$ cat src/rtl/regfile_wr_arbiter.sv
// rtl/regfile_wr_arbiter.sv - round-robin arbiter for the register-file write port

// 5-to-32 one-hot decoder for the write select vector
module dec5to32 (
  input  logic [4:0]  adr,
  output logic [31:0] dec
);

  // one bit per register address
  always_comb begin
    dec = 32'd0;
    dec[adr] = 1'b1;
  end

endmodule

// Two writeback requesters (A = ALU, B = load) share one registered write stage.
module regfile_wr_arbiter #(
  parameter int DATA_W    = 32,
  parameter int ZERO_DROP = 1
) (
  input  logic              Clk,
  input  logic              Rst_n,
  input  logic              ReqA,
  input  logic [4:0]        AdrA,
  input  logic [DATA_W-1:0] DataA,
  output logic              GntA,
  input  logic              ReqB,
  input  logic [4:0]        AdrB,
  input  logic [DATA_W-1:0] DataB,
  output logic              GntB,
  input  logic              Stall,
  output logic              WrEn,
  output logic [4:0]        WrAdr,
  output logic [DATA_W-1:0] WrData,
  output logic [31:0]       WrDec,
  output logic              PrioB
);

  logic              prio_b_q, prio_b_d;
  logic              wr_en_q, wr_en_d;
  logic [4:0]        wr_adr_q, wr_adr_d;
  logic [DATA_W-1:0] wr_data_q, wr_data_d;

  logic              gnt_a, gnt_b;
  logic [4:0]        sel_adr;
  logic [DATA_W-1:0] sel_data;
  logic [31:0]       dec_raw;

  // grant: stall blocks everything, a lone requester wins, ties go to the pointer
  always_comb begin
    gnt_a = 1'b0;
    gnt_b = 1'b0;
    if (!Stall) begin
      if (ReqA && (!ReqB || !prio_b_q)) begin
        gnt_a = 1'b1;
      end else if (ReqB) begin
        gnt_b = 1'b1;
      end
    end
  end

  // mux of the granted side's payload into the write stage
  always_comb begin
    sel_adr  = gnt_b ? AdrB  : AdrA;
    sel_data = gnt_b ? DataB : DataA;
  end

  // next state of the pointer and write stage; stall freezes the stage so a
  // pending write stays visible until the register file can take it
  always_comb begin
    prio_b_d  = prio_b_q;
    wr_en_d   = wr_en_q;
    wr_adr_d  = wr_adr_q;
    wr_data_d = wr_data_q;
    if (gnt_a) begin
      prio_b_d = 1'b1;
    end else if (gnt_b) begin
      prio_b_d = 1'b0;
    end
    if (!Stall) begin
      if (gnt_a || gnt_b) begin
        wr_adr_d  = sel_adr;
        wr_data_d = sel_data;
        wr_en_d   = !((ZERO_DROP != 0) && (sel_adr == 5'd0));
      end else begin
        wr_en_d = 1'b0;
      end
    end
  end

  // state registers with asynchronous clear
  always_ff @(posedge Clk or negedge Rst_n) begin
    if (!Rst_n) begin
      prio_b_q  <= 1'b0;
      wr_en_q   <= 1'b0;
      wr_adr_q  <= 5'd0;
      wr_data_q <= '0;
    end else begin
      prio_b_q  <= prio_b_d;
      wr_en_q   <= wr_en_d;
      wr_adr_q  <= wr_adr_d;
      wr_data_q <= wr_data_d;
    end
  end

  dec5to32 u_dec (
    .adr (wr_adr_q),
    .dec (dec_raw)
  );

  assign GntA   = gnt_a;
  assign GntB   = gnt_b;
  assign WrEn   = wr_en_q;
  assign WrAdr  = wr_adr_q;
  assign WrData = wr_data_q;
  assign WrDec  = dec_raw & {32{wr_en_q}};
  assign PrioB  = prio_b_q;

endmodule

$ cat config.mk
export PLATFORM = sky130hd
export DESIGN_NAME = regfile_wr_arbiter
export DESIGN_NICKNAME = d
export VERILOG_FILES = /design/src/rtl/regfile_wr_arbiter.sv
export SDC_FILE = /design/constraint.sdc
export NUM_CORES = 1
export LEC_CHECK = 0
export ABC_AREA = 1
export CORE_MARGIN = 8
export CORE_UTILIZATION = 37
export CTS_CLUSTER_DIAMETER = 60
export DETAILED_ROUTE_END_ITERATION = 8
export GPL_TIMING_DRIVEN = 1
export PLACE_DENSITY = 0.91
export SLEW_MARGIN = 20
export SYNTH_ARGS = -nofsm -noshare
export SYNTH_HDL_FRONTEND = slang
export SYNTH_SLANG_ARGS = --single-unit
$ cat constraint.sdc
create_clock -name Clk -period 2.18 [get_ports Clk]
set_clock_uncertainty 0.15 [all_clocks]
set_input_delay 0.218 -clock Clk [delete_from_list [all_inputs] [get_ports Clk]]
set_output_delay 0.218 -clock Clk [all_outputs]
set_load 0.02 [all_outputs]
* After elaboration in Yosys (flattened, before gate mapping)
Index checks and enable logic that the tools add are counted.
Word-level totals: output and inout bits 73, bits in registers 39, input bits 79
Cells by class: order comparisons 2, bitwise gates (word level) 2, mux-type cells 12, reductions and logical operators 10
Operator list (count):
- AND 32 bit | 1
- two-way mux 32 bit | 1
- two-way mux 1 bit | 9
- less-than comparator 5 x 6 -> 1 bit, second input constant | 1
- demux 1 bit (select 5 bit) | 1
- greater-or-equal comparator 5 x 1 -> 1 bit, second input constant | 1
- logical NOT 5 bit | 1
- two-way mux 5 bit | 1
- logical NOT 1 bit | 3
- logical AND 1 bit | 2
- logical OR 1 bit | 2
- AND reduction 2 bit | 1
- nonzero test 2 bit | 1
- inverter 1 bit | 1

* Depth between registers and ports, before layout
depth after elaboration 9, mapped depth 10, mapped depth without buffers 9

* Cells and area by module
A second synthesis with hierarchy kept.
Second synthesis, totals: cell total of the unflattened synthesis 343, area total of the unflattened synthesis 2294.7 µm²
By module, submodules not included:
- regfile_wr_arbiter | times used 1, area an instance 2099.5 µm², cells an instance 293
- dec5to32 | times used 1, area an instance 195.2 µm², cells an instance 50

* Worst setup path after synthesis
Ideal clock, no wire load.
path type register to output, start reg wr_adr_q[0], in the netlist WrAdr[0], end out WrDec[0], arrival 1.099 ns, stages on the path, launching flop included 4, setup slack 0.713 ns, cell sequence dfrtp_1 -> inv_1 -> nand3_1 -> nor2_1
On the way: longest elaborated chain between the ends 5, elaborated cells between the ends (all ways) 6, those cells by class order compare: 2; mux: 2; bitwise: 1; reduce/logical: 1
RTL lines:
- start, declared | line 42 | logic [4:0] wr_adr_q, wr_adr_d;
- start signal, assigned | line 102 | wr_adr_q <= wr_adr_d;
- less-than comparator 5 x 6 -> 1 bit (not written as such) / greater-or-equal comparator 5 x 1 -> 1 bit (equally long branches) | line 12 | dec[adr] = 1'b1;
- logical AND 1 bit (not written as such) | line 12
- two-way mux 1 bit (not written as such) | line 12
- demux 1 bit (select 5 bit) (*)
- AND 32 bit (*) | line 117 | assign WrDec = dec_raw & {32{wr_en_q}};
- end, declared | line 36 | output logic [31:0] WrDec,
Every way passes the cells marked *; elsewhere a longest branch is shown, timed or not.

* Worst setup path in the final report
start in ReqB, end out GntB
On the way: longest elaborated chain between the ends 5, elaborated cells between the ends (all ways) 6, those cells by class mux: 3; reduce/logical: 3
RTL lines:
- start, declared | line 28 | input logic ReqB,
- logical NOT 1 bit | line 55 | if (ReqA && (!ReqB || !prio_b_q)) begin
- logical OR 1 bit | line 55
- logical AND 1 bit | line 55
- two-way mux 1 bit (*) | line 55
- two-way mux 1 bit (*) | line 54 | if (!Stall) begin
- end, declared | line 31 | output logic GntB,
Marks and branches as above.

==> results <==
-- final cells by class --
type	count	area (um^2)	share of cell area (%)
clock buffer	6	82.58	2.175
clock inverter	2	35.03	0.9229
inverter	13	48.80	1.285
multi-input combinational	211	949.7	25.02
sequential	39	977.2	25.74
tap	72	90.09	2.373
timing repair buffer	156	1613	42.49
-- layer usage --
layer	share of wire [%]	global-route usage [%]	routed length [um]	up-vias
met1	39	20.16	3039	1143
met4	1.9	5.964	150	0
li1	-	-	-	1191
met3	8.9	7.980	691	14
met5	0	0	0	-
met2	50	31.97	3858	116
-- final timing paths --
path	end	slack [ns]
min	WrData[10]	0.34
max in group asynchronous	WrEn	0.81
min reg2reg	WrData[10]	0.34
max	GntB	0.1
min in group asynchronous	WrData[13]	0.45
max reg2reg	WrData[25]	0.24
-- per-stage QoR --
step / TNS (ns) / util, % / std cells / setup WS (ns)
after global routing: 0 / 69.80 / 499 / 0.02477
after CTS: 0 / 68.62 / 499 / 0.001997
after floorplan: 0 / - / 277 / 0.7132
final: 0 / 69.80 / 499 / 0.09713
after detailed placement: -0.5819 / 66.07 / 490 / -0.03456
after global placement: 0 / 66.07 / 490 / 0.06391
-- logic make-up (layout without fill, tap and decap cells) --
family,count (synthesis),after routing
AO/OA/AOI/OAI,5,5
buffers and inverters,27,177
flip-flops,39,39
AND/OR/NAND/NOR,206,206
-- state kept, by name (all words and copies together), names as in the netlist --
register and cells:
WrAdr 5, WrData 32, WrEn 1, PrioB 1
-- power by group through the flow --
stage / Clock, uW / Sequential, uW / Combinational, uW
after floorplan: 0 / 1140 / 324
after global placement: 0 / 965 / 1060
after detailed placement: 0 / 971 / 1080
after CTS: 644 / 962 / 1090
after global routing: 686 / 983 / 1160
final: 631 / 962 / 1070
-- layout by cell type (no fill, tap or decap), drive strengths merged --
| master | count |
|---|---|
| inv | 13 |
| or2 | 1 |
| buf | 5 |
| dlygate4sd3 | 1 |
| nand2 | 89 |
| o21ai | 5 |
| clkbuf | 6 |
| nand3 | 81 |
| nor2 | 35 |
| clkdlybuf4s50 | 118 |
| dlygate4sd2 | 7 |
| bufinv | 1 |
| dlymetal6s2s | 25 |
| dfrtp | 39 |
| clkinv | 1 |
-- repair_timing --
action / CTS / global route
gates cloned: 0 / 0
hold endpoints to repair: 39 / 0
hold buffers: 1 / 0
resized for setup: 11 / 26
endpoints found under the setup margin: 32 / 26
-- critical path: stages --
cell             delay, ns
clkdlybuf4s50_1       0.47
inv_1                 0.07
nor2_4                0.16
nand2_4               0.06
inv_1                 0.10
clkdlybuf4s50_1       0.63
==> run_results.csv <==
group,metric,value,unit
synthesis,synth.area.top_cells,"dfrtp_1 47%, nand3_1 20%, nand2_1 15%, nor2_1 6.2%, buf_6 2.2%",
final_layout,nFillCells,442,
synthesis,synth_compound_area_share,1.217,%
final_layout,n_antenna_cell,0,
synthesis,synth_top_cell_by_area,"dfrtp_1",
sta,setup_viol_count_final,0,
placement,post_dp_cell_area,3593,um^2
synthesis,muxShareOfSynthArea,0,%
drt,drtPass1Iterations,7,
placement,port_buffers,151,
synthesis,synthCells,277,
synthesis,synth_warnings,0,
synthesis,synthXorXnorAreaFrac,0,%
clock_network,clock_path_buffers,2,
global_route,grt_pass1_vias,2528,
synthesis,syn-num-nets,356,
global_route,grt_max_degree,40,
pwr,sw_frac_of_total,34.72,%
worst_setup_path,r2r_cells,9,
synthesis,seq_area_frac_synth,47.45,%
synthesis,synth_common_cells,"83 x nand2_1, 81 x nand3_1, 39 x dfrtp_1",
sta,rsz0062_at_grt,"no",
sta,whs,0.3352,ns
final_layout,final_area,3796,um^2
pwr,internal-power,1739,uW
synthesis,yosysMostFrequentCell,"nand2_1",
pwr,p_comb_share,40.2,%
drt,ant_nets,0,
drt,wl,7740,um
pwr,clockPowerShare,23.7,%
synthesis,synthSimpleGateAreaFrac,43.98,%
worst_setup_path,crit_start,"ReqB",
run,cap_violations,0,
hold_path,hp-class,"reg -> reg",
worst_setup_path,critPathCaptureType,"primary output",
global_route,grt_pass1_wl,12630,um
sta,final-max-slew-violation-count,0,
global_route,overflow,0,
synthesis,synthFlopType,"dfrtp_1",
worst_setup_path,arrival,1.71,ns
floorplan,dieArea,8201,um^2
floorplan,start_util,37.82,%
floorplan,rows,27,
pwr,p_switching,925.3,uW
synthesis,synth_top_area_share,47.45,%
sta,fmax,480.1,MHz
synthesis,ys_types,14,
floorplan,die_w,90.56,um
global_route,track_usage,18.65,%
pwr,p_per_area,701.9,nW/um^2
floorplan,io_pins,152,
hold_path,hold_depth,2,
global_route,antenna_found_initial,0,
placement,dp_hpwl,6032,um
drt,avgViaCountPerCell,4.938,
drt,vias,2464,
final_layout,fin_nets,505,
synthesis,synth-seq-cells,39,
pwr,leakagePower,0.002108,uW
worst_setup_path,worst-endpoint-required,1.81,ns
synthesis,synthAdderAreaFrac,0,%
drt,drt_iter0_markers,76,
synthesis,synth_top_family_by_area,"simple AND/OR/NAND/NOR gates",
clock_network,cts.sinks,39,
pwr,p_total,2665,uW
sta,min_period,2.083,ns
run_status,status,"finished, final reports clean",
sta,fin_crit_sh,95.54,%
synthesis,synth-edff-count,0,
pwr,vdd_drop_max,0.4743,mV
worst_setup_path,worstReg2RegStart,"PrioB",
floorplan,core,5439,um^2
synthesis,synth_area,2057,um^2
sta,slew_headroom,39.89,%
clock_network,clk_pin_slew_worst_paths,0.08,ns
synthesis,syn_area_per_cell,7.426,um^2
drt,wire_per_inst,15.51,um
worst_setup_path,path_class,"in -> out",
clock_network,root_buffer,"clkbuf_8",
hold_path,hp-start,"WrData[10]",
worst_setup_path,critPathMaxFanout,5,
clock_network,numCtsBuffers,5,
final_layout,drive_gt1_share,6.557,%
final_layout,area_delta_synth_final,84.55,%
pwr,p_seq_share,36.1,%
worst_setup_path,start_kind,"input pin",
sta,worst_pin_slew,0.9017,ns
placement,gp_congestion,0.8323,
floorplan,die_h,90.56,um
clock_network,h-tree-depth,2,
clock_network,cts_tree,"yes",
synthesis,async_reset_ff_share,100.0,%
sta,hold_viol_final,0,
drt,drc,0,
clock_network,clock_latency,0.29,ns
clock_network,postCtsSetupRepairBufs,0,
Power figures use the tool's default switching activity.
==> edit (same settings) <==
The parameter `DATA_W` goes from 32 to 36.
--- a/src/rtl/regfile_wr_arbiter.sv
+++ b/src/rtl/regfile_wr_arbiter.sv
@@ -18,3 +18,3 @@
 module regfile_wr_arbiter #(
-  parameter int DATA_W    = 32,
+  parameter int DATA_W    = 36,
   parameter int ZERO_DROP = 1
Interface: changed (resized DataA, DataB and WrData); port bits go from 152 to 164. The function was not compared with the original's and may differ.
==> edit against the unedited design <==
Routed wire length rose by 9.7%; sequential cell count rose by 4; synthesized cell count rose by 6.1%; hold slack got worse by 5.0 ps; synthesized area rose by 5.7%; total power fell by 3.6%; worst setup slack improved by 25 ps; design area rose by 7.0%; critical path type unchanged; highest routed layer unchanged.
==> edit: results (changes against the unedited design) <==
* Status: completed (unchanged)
* Dominant cells by area after synthesis: dfrtp_1 (50%), nand2_1 (20%), nand3_1 (15%), nor2_1 (5.9%), buf_4 (2.4%) (was dfrtp_1 (47%), nand3_1 (20%), nand2_1 (15%), nor2_1 (6.2%), buf_6 (2.2%))
* Dpl cells at 526 (was 490)
* Critical Path AT at 1690 ps (was 1710 ps)
* Port Buffer Count at 163 (was 151)
* Reg2reg end: WrEn (was WrData[25])
* Nets at 546 (was 505)
* Hold WS at 330.1 ps (was 335.2 ps)
* Met1 global-route usage at 18.78% (was 20.16%)
* Hpwl dp at 6573 um (was 6032 um)
* Lkg Pwr at 2.294 nW (was 2.108 nW)
* Actual slew at the worst max-slew pin at 612.1 ps (was 901.7 ps)
* Vias in the first global route at 2752 (was 2528)
* Initial DRC count at 100 (was 76)
* Max stage delay on crit path at approximately 640 ps
* Internal reg-to-reg setup slack at 530 ps (was 240 ps)
* First-pass GRT wire length at 13280 um (was 12630 um)
* Clk slew on worst S/H paths at 80 ps (about the same)
* WHS Path Cells at 2 (unchanged)
* Post-Syn Nets at 381 (was 356)
* WL per Instance at 15.87 um (was 15.51 um)
* Internal at 1.692 mW (was 1.739 mW)
* H-tree depth at 2 (unchanged)
* Family with the most delay on the worst path: buffers and inverters (unchanged)
* Clock Tree Root: clkbuf_8 (unchanged)
* Largest net degree at the start of global routing at 44 (was 40)
* Max Root-Sink Buffers at 2 (unchanged)
* Ant diodes at 0 (unchanged)
* RePlAce Congestion at 0.7820 (was 0.8323)
* Clk_lat worst skew at 280 ps
* CTS buffer count at 5 (unchanged)
* Hold Crit Class: flip-flop to flip-flop (unchanged)
* Total GRT Usage at 19.23% (was 18.65%)
* Antenna violations before repair at 0 (unchanged)
* Ys async rst share at 100.0% (unchanged)
* Vias per inst at 4.864 (was 4.938)
* Crit-path slowest cell: clkdlybuf4s50_1 (unchanged)
* Post-synth top cells: nand2_1 (113), nand3_1 (65), dfrtp_1 (43) (was nand2_1 (83), nand3_1 (81), dfrtp_1 (39))
* Endpoint of the worst hold path: WrData[0] (was WrData[10])
* Maximum vdd drop at 0.3989 mV (was 0.4743 mV)
* Total of fill cells in the finished design at 482 (was 442)
* Met2 Resource Use GR at 35.34% (was 31.97%)
* Worst Reg-to-Reg Cells at 9 (unchanged)
* Post-CTS Setup Bufs at 0 (unchanged)
* Sequential fraction of the synthesis area at 49.51% (was 47.45%)
* Crit-path max FO at 5 (unchanged)
* Netlist cell types at 14 (unchanged)
* Post-Layout Cell Count at 535 (was 499)
* Worst hold start: WrData[0] (was WrData[10])
* Met3 GRT Util at 8.091% (was 7.980%)
* Share of cells above drive strength 1 at 6.304% (was 6.557%)
* Pre-Repair DR Iteration Count at 4 (was 7)
* DP Area at 3855 sq um (was 3593 sq um)
* Max reg flops at 36 (was 32)
* Syn Area/Cell at 7.392 sq um (was 7.426 sq um)
edit: changes by cell type after synthesis, moves of 3 or more:
cell     before  now
nand2_1      83  113
nand3_1      81   65
buf_4         3    7
dfrtp_1      39   43
buf_2         7    4
buf_6         4    1
edit: worst register-to-register path, cell delays in order (launching register included):
cell	delay, ps
dfrtp_1	410
nand2_1	110
nand2_2	100
nand2_2	90
buf_4	260
o21ai_0	120
o21ai_1	120
nand2_1	70
inv_1	50
nand2_1	60
edit: how the worst max path moves through the flow:
stage / to / slack (ps)
3_5_place_dp: GntB / 120
5_1_grt: GntB / 40
3_3_place_gp: GntB / 130
2_1_floorplan: WrDec[0] / 710
4_1_cts: WrDec[9] / -60
6_report: GntB / 120
edit: repair_timing:
item                                    in CTS  in global routing
gates resized for setup                      1                 35
hold buffers                                 1                  0
endpoints found under the setup margin      30                 31
endpoints found under the hold margin       43                  0
edit: kinds of logic after synthesis:
kind of cell           after synthesis  share of synthesized area [%]
AND/OR/NAND/NOR                    219                          42.77
buffers and inverters               25                          6.103
AO/OA/AOI/OAI                        7                          1.612
flip-flops                          43                          49.51
edit: through the flow:
stage | worst slack, ps | power, mW
final | 122.4 | 2.567
after global routing | 41.99 | 2.710
after CTS | -63.69 | 2.588
after detailed placement | 116.6 | 2.029
after global placement | 133.0 | 1.998
after floorplan | 713.2 | 1.457
edit: power by group through the flow:
stage / Clock (mW) / Combinational (mW) / Sequential [mW]
final: 0.553 / 1.00 / 1.01
after global routing: 0.603 / 1.08 / 1.03
after CTS: 0.569 / 1.01 / 1.01
after detailed placement: 0 / 1.01 / 1.02
after global placement: 0 / 0.986 / 1.01
after floorplan: 0 / 0.285 / 1.17
edit: layout make-up:
cell class,instances,area [sq um],share of cell area [%]
timing repair buffer,170,1755,43.24
sequential,43,1077,26.53
multi-input combinational,226,984.7,24.25
clock buffer,8,100.1,2.465
tap,75,93.84,2.311
inverter,13,48.80,1.202
edit: metal layers:
metal	part of all wire [%]	wire, um	vias up
met5	0	0	-
met4	2.4	204	0
met3	8.6	730	16
met2	51	4305	127
met1	38	3253	1193
li1	-	-	1266
